**src/rtl/alarm_bank_if.sv**
```systemverilog
// rtl/alarm_bank_if.sv - button/config inputs and alarm status outputs of alarm_bank
interface alarm_bank_if #(
    parameter int NCH     = 4,
    parameter int DELAY_W = 8
);
    logic [NCH-1:0]     btn_n;
    logic [DELAY_W-1:0] delay_cfg;
    logic               snooze;
    logic [NCH-1:0]     alert;
    logic               any_alert;
    logic [2:0]         first_idx;
    logic [NCH-1:0]     armed;

    modport master (
        output btn_n, delay_cfg, snooze,
        input  alert, any_alert, first_idx, armed
    );

    modport slave (
        input  btn_n, delay_cfg, snooze,
        output alert, any_alert, first_idx, armed
    );
endinterface

```
**src/rtl/alarm_bank.sv**
```systemverilog
// rtl/alarm_bank.sv - bank of independent debounced alarm channels with arm delay and snooze
module alarm_bank #(
    parameter int NCH        = 4,
    parameter int DELAY_W    = 8,
    parameter int DEB_CYCLES = 4,
    parameter int SNOOZE_CYC = 16,
    parameter int MAX_SNOOZE = 3
) (
    input  logic        clk,
    input  logic        rst_n,
    alarm_bank_if.slave bus
);
    localparam int SW = ($clog2(SNOOZE_CYC + 1) < 5) ? 5 : $clog2(SNOOZE_CYC + 1);
    localparam int CW = (DELAY_W > SW) ? DELAY_W : SW;

    typedef enum logic [1:0] {IDLE, ARMED, ALERT, SNOOZE} state_t;

    logic [NCH-1:0] r_sync1;
    logic [NCH-1:0] r_sync2;
    logic [NCH-1:0] w_press;
    logic [NCH-1:0] w_alert;
    logic [NCH-1:0] w_armed;
    logic [2:0]     w_first;

    always_ff @(posedge clk) begin
        if (rst_n) begin
            r_sync1 <= '1;
            r_sync2 <= '1;
        end else begin
            r_sync1 <= bus.btn_n;
            r_sync2 <= r_sync1;
        end
    end

    for (genvar g = 0; g < NCH; g++) begin : g_ch
        state_t      r_state;
        logic [CW-1:0] r_cnt;
        logic [3:0]  r_tally;
        logic [15:0] r_lock;

        // Lockout only drains while released, so a held button can never re-fire.
        assign w_press[g] = ~r_sync2[g] && (r_lock == 16'd0);

        always_ff @(posedge clk) begin
            if (rst_n) begin
                r_lock <= '0;
            end else if (w_press[g]) begin
                r_lock <= 16'(DEB_CYCLES);
            end else if (r_sync2[g] && (r_lock != 16'd0)) begin
                r_lock <= r_lock - 16'd1;
            end
        end

        always_ff @(posedge clk) begin
            if (rst_n) begin
                r_state <= IDLE;
                r_cnt   <= '0;
                r_tally <= '0;
            end else begin
                case (r_state)
                    IDLE: begin
                        if (w_press[g]) begin
                            r_state <= ARMED;
                            r_cnt   <= CW'(bus.delay_cfg);
                        end
                    end
                    ARMED: begin
                        if (w_press[g]) begin
                            r_state <= IDLE;
                        end else if (r_cnt == '0) begin
                            r_state <= ALERT;
                        end else begin
                            r_cnt <= r_cnt - 1'b1;
                        end
                    end
                    ALERT: begin
                        if (w_press[g]) begin
                            r_state <= IDLE;
                            r_tally <= '0;
                        end else if (bus.snooze && (r_tally < 4'(MAX_SNOOZE))) begin
                            r_state <= SNOOZE;
                            r_cnt   <= CW'(SNOOZE_CYC - 1);
                            r_tally <= r_tally + 4'd1;
                        end
                    end
                    SNOOZE: begin
                        if (w_press[g]) begin
                            r_state <= IDLE;
                            r_tally <= '0;
                        end else if (r_cnt == '0) begin
                            r_state <= ALERT;
                        end else begin
                            r_cnt <= r_cnt - 1'b1;
                        end
                    end
                    default: begin
                        r_state <= IDLE;
                        r_cnt   <= '0;
                        r_tally <= '0;
                    end
                endcase
            end
        end

        assign w_alert[g] = (r_state == ALERT);
        assign w_armed[g] = (r_state == ARMED) || (r_state == SNOOZE);
    end

    always_comb begin
        w_first = '0;
        for (int i = NCH - 1; i >= 0; i--) begin
            if (w_alert[i]) begin
                w_first = 3'(i);
            end
        end
    end

    assign bus.alert     = w_alert;
    assign bus.any_alert = |w_alert;
    assign bus.first_idx = w_first;
    assign bus.armed     = w_armed;
endmodule

```
**src/flat_wrapper.sv**
```systemverilog
// flat-port wrapper written by rule: the top's interface ports become plain ports
module alarm_bank_flat 
#(
    parameter int NCH        = 4,
    parameter int DELAY_W    = 8,
    parameter int DEB_CYCLES = 4,
    parameter int SNOOZE_CYC = 16,
    parameter int MAX_SNOOZE = 3
)
  (clk, rst_n, bus_btn_n, bus_delay_cfg, bus_snooze, bus_alert, bus_any_alert, bus_first_idx, bus_armed);
  alarm_bank_if #(.NCH(NCH), .DELAY_W(DELAY_W)) bus_i ();
  input  logic clk;
  input  logic rst_n;
  input wire logic [$bits(bus_i.btn_n)-1:0] bus_btn_n;
  input wire logic [$bits(bus_i.delay_cfg)-1:0] bus_delay_cfg;
  input wire logic [$bits(bus_i.snooze)-1:0] bus_snooze;
  output wire logic [$bits(bus_i.alert)-1:0] bus_alert;
  output wire logic [$bits(bus_i.any_alert)-1:0] bus_any_alert;
  output wire logic [$bits(bus_i.first_idx)-1:0] bus_first_idx;
  output wire logic [$bits(bus_i.armed)-1:0] bus_armed;
  assign bus_i.btn_n = bus_btn_n;
  assign bus_i.delay_cfg = bus_delay_cfg;
  assign bus_i.snooze = bus_snooze;
  assign bus_alert = bus_i.alert;
  assign bus_any_alert = bus_i.any_alert;
  assign bus_first_idx = bus_i.first_idx;
  assign bus_armed = bus_i.armed;
  alarm_bank #(.NCH(NCH), .DELAY_W(DELAY_W), .DEB_CYCLES(DEB_CYCLES), .SNOOZE_CYC(SNOOZE_CYC), .MAX_SNOOZE(MAX_SNOOZE)) u_core (.clk(clk), .rst_n(rst_n), .bus(bus_i));
endmodule
```
**config.mk**
```make
export PLATFORM = sky130hd
export DESIGN_NAME = alarm_bank_flat
export DESIGN_NICKNAME = d
export VERILOG_FILES = /design/src/rtl/alarm_bank_if.sv /design/src/rtl/alarm_bank.sv /design/src/flat_wrapper.sv
export SDC_FILE = /design/constraint.sdc
export NUM_CORES = 1
export LEC_CHECK = 0
export BUFFER_PORTS_ARGS = -buffer_cell sky130_fd_sc_hd__buf_2
export CAP_MARGIN = 20
export CORE_AREA = 2 2 94 164
export DETAILED_ROUTE_END_ITERATION = 12
export DIE_AREA = 0 0 96 166
export PLACE_DENSITY_LB_ADDON = 0.15
export SYNTH_ARGS = -nofsm -noshare
export SYNTH_HDL_FRONTEND = slang
export SYNTH_SLANG_ARGS = --single-unit
```
**constraint.sdc**
```tcl
create_clock -name clk -period 3.6 [get_ports clk]
set_clock_uncertainty 0.15 [all_clocks]
set_input_delay 0.72 -clock clk [delete_from_list [all_inputs] [get_ports clk]]
set_output_delay 0.72 -clock clk [all_outputs]
set_load 0.005 [all_outputs]
```
==> reports/metrics.cfg <==
[clocking]
cts.reportedPaths.clkPinSlew_ps = 60
postCtsSetupRepairBufs = 0
cts-resized-gates = 0
ctsLongestPathBuffers = 2
tritoncts = yes
tritoncts.num_buffers = 17
cts.root.buffer_cell = clkbuf_16
htreeDepth = 4
clk_latency_ps = 410
clock_sink_count = 128
holdBufCountCts = 0

[pwr]
power.density_nw_per_um2 = 847
max-vdd-ir-drop_mv = 0.399
power.static_leakage_nw = 2.96

[synthesis]
synth.most_common_cell = nor2_1
library_cells_used_by_synthesis = 65
number_of_flops_mapped_to_enable_cells_by_yosys = 0
synthDominantCellAreaShare_pct = 39.8
most_instantiated_flip_flop_cell_in_the_synthesis_netlist = dfxtp_1
synth_area_sq_um = 6450
synth_top_area_cell = dfxtp_1
syn_avg_cell_area_sq_um = 8.54
synth_seq_area_share_pct = 39.8
synth_top_cells_by_area = dfxtp_1, nor2_1, ha_1
synth.yosys.warnings = 0
ys_top_cells_by_count = nor2_1, dfxtp_1, nand2_1
synth.net_count = 800
fraction_of_registers_with_async_set_reset_pct = 0
ys_ff_latch = 128
synthesis.instances = 755

[timing]
final_hold_viol_count = 0
achievable-frequency_mhz = 312
maxSlewHeadroom_pct = 41.8
hold_slack_ps = 255
total_negative_slack_ps = 0
timing.final.setup_violations = 0
layout_min_cycle_time_ps = 3210
timing.final.crit_share_pct = 89.1
report.final.slew_viol_count = 0
layout_setup_ws_ps = 393
rsz0062_at_grt = false
tightestPinTransition_ps = 860

[grt]
first_global_vias = 5340
pin_count_of_the_biggest_net_entering_global_routing = 36
grt_remaining_overflow = 0
grt_pass1_wl_microns = 23600
number_of_antenna_violations_at_the_first_check_in_global_routing = 0
track_usage_pct = 18.5

[placed_design]
place.detailed.hpwl_microns = 10100
dpl_worst_slack_ps = 382
buffer_ports.inserted = 25
gp_congestion = 0.796

[route]
initialDrtViolationCount = 184
drc_errors_left = 0
wire_per_inst_microns = 14.6
routed-via-count = 5296
ant_nets = 0
wirelength_microns = 14100
vias_per_cell = 5.49
detailedRoute.firstPassIterationCount = 4

[min_path]
hold_path_class = reg2reg
min_path_cells = 1
min_to = u_core.r_sync2[0]
min_from = u_core.r_sync1[0]

[critical_path]
r2r_start = u_core.g_ch[0].r_lock[7]
rr_endpoint = u_core.g_ch[0].r_cnt[3]
worst-setup-path-type = reg2reg
worst_setup_path_start_kind = flop
worst-r2r-cell-count = 11
crit_path_end_kind = flop
worst-r2r-setup-slack_ps = 390
worst_ep_required_time_ps = 3750
worstPathArrival_ps = 3350
top_fanout_value_on_the_critical_path = 9

[floorplanning]
die_area_sq_um = 15900
design.core.area_sq_um = 14700
fp.dieW_microns = 96
row_count = 59
pin_count = 27
initial_core_util_pct = 43.9
die_h_microns = 166

[layout]
area_growth_pct = 14.2
layout_utilization_pct = 50.1
finish.net_count = 814
drive_above_1_share_pct = 12.1
diodes_inserted = 0

[flow_run]
max-cap-violations = 0

[status]
outcome = finished clean

[per-layer routing]
layer	up-vias	wire, microns	GRT usage [%]
met5	-	0	0
met4	0	479	9.94
met3	23	430	4.08
met2	71	7620	34.1
met1	2541	5570	18.5
li1	2661	-	-
[sequential cells by signal (all words and copies together) (netlist names)]
signal	cells
u_core.g_ch.r_lock	64
u_core.g_ch.r_state	8
u_core.r_sync1	4
u_core.g_ch.r_cnt	32
u_core.r_sync2	4
u_core.g_ch.r_tally	16
[worst max-delay path by stage]
stage / to / slack (ps) / from / depth (start not counted)
3_5_place_dp: u_core.g_ch[0].r_cnt[3] / 380 / u_core.g_ch[0].r_lock[7] / 11
3_3_place_gp: u_core.g_ch[0].r_cnt[3] / 500 / u_core.g_ch[0].r_lock[7] / 11
4_1_cts: u_core.g_ch[0].r_cnt[3] / 360 / u_core.g_ch[0].r_lock[7] / 11
6_report: u_core.g_ch[0].r_cnt[3] / 390 / u_core.g_ch[0].r_lock[7] / 11
5_1_grt: u_core.g_ch[0].r_cnt[3] / 110 / u_core.g_ch[0].r_lock[7] / 11
2_1_floorplan: u_core.g_ch[0].r_cnt[1] / 550 / u_core.g_ch[0].r_lock[7] / 12
[power by group]
group	internal [mW]	leakage, nW	switching [mW]
logic	1.08	1.60	1.23
clock network	1.25	0.314	0.647
registers	1.72	1.04	0.315
[worst max-delay path, stage by stage (launching register included)]
cell and delay [ps]:
dfxtp_1 340, or4_1 600, nor4_1 400, nand3_1 170, inv_1 120, ha_1 290, nor2b_1 160, o31a_1 110
and3b_1 280, buf_4 210, mux2i_1 200, nor2_1 50
[placed cells by master (no fill, tap or decap), drive strengths merged, types with 9 or more instances in the layout]
cell / netlist / final
a211oi: 14 / 14
a21oi: 34 / 34
buf: 3 / 34
clkbuf: 36 / 19
dfxtp: 128 / 128
ha: 30 / 30
inv: 34 / 35
mux2i: 14 / 14
nand2: 43 / 43
nor2: 134 / 134
nor2b: 14 / 14
nor3: 23 / 23
nor3b: 9 / 9
nor4: 21 / 21
o21ai: 13 / 13
or2: 16 / 16
or3: 9 / 9
xnor2: 36 / 36
xor2: 29 / 29
[cell type report]
type                    instances  area, sq um
flip-flops and latches        128         2560
multi-input cells             554         3600
well taps                     183          229
clock inverters                13          210
inverters                      34          128
repair buffers                 34          193
clock buffers                  19          443
fillers                      1400         7330
[cells by family (layout without fill, tap and decap cells)]
logic type / Yosys count / after routing / share of synthesized area (%)
muxes: 19 / 19 / 3.05
DFF: 128 / 128 / 39.8
AOI/OAI and AO/OA: 120 / 120 / 13.1
xor gates and xnor gates: 65 / 65 / 8.83
and+or+nand+nor: 319 / 319 / 24.9
other: 1 / 1 / 0.0582
adders and majority gates: 30 / 30 / 5.82
buffers and inverters: 73 / 100 / 4.44
[through the flow]
step	cells	cell area [sq um]	total power, mW
2_1_floorplan	755	6450	3.91
3_3_place_gp	933	6710	4.29
6_report	965	7360	6.24
4_1_cts	965	7360	6.31
5_1_grt	965	7360	6.69
3_5_place_dp	933	6710	4.38
Power figures use the tool's default switching activity.
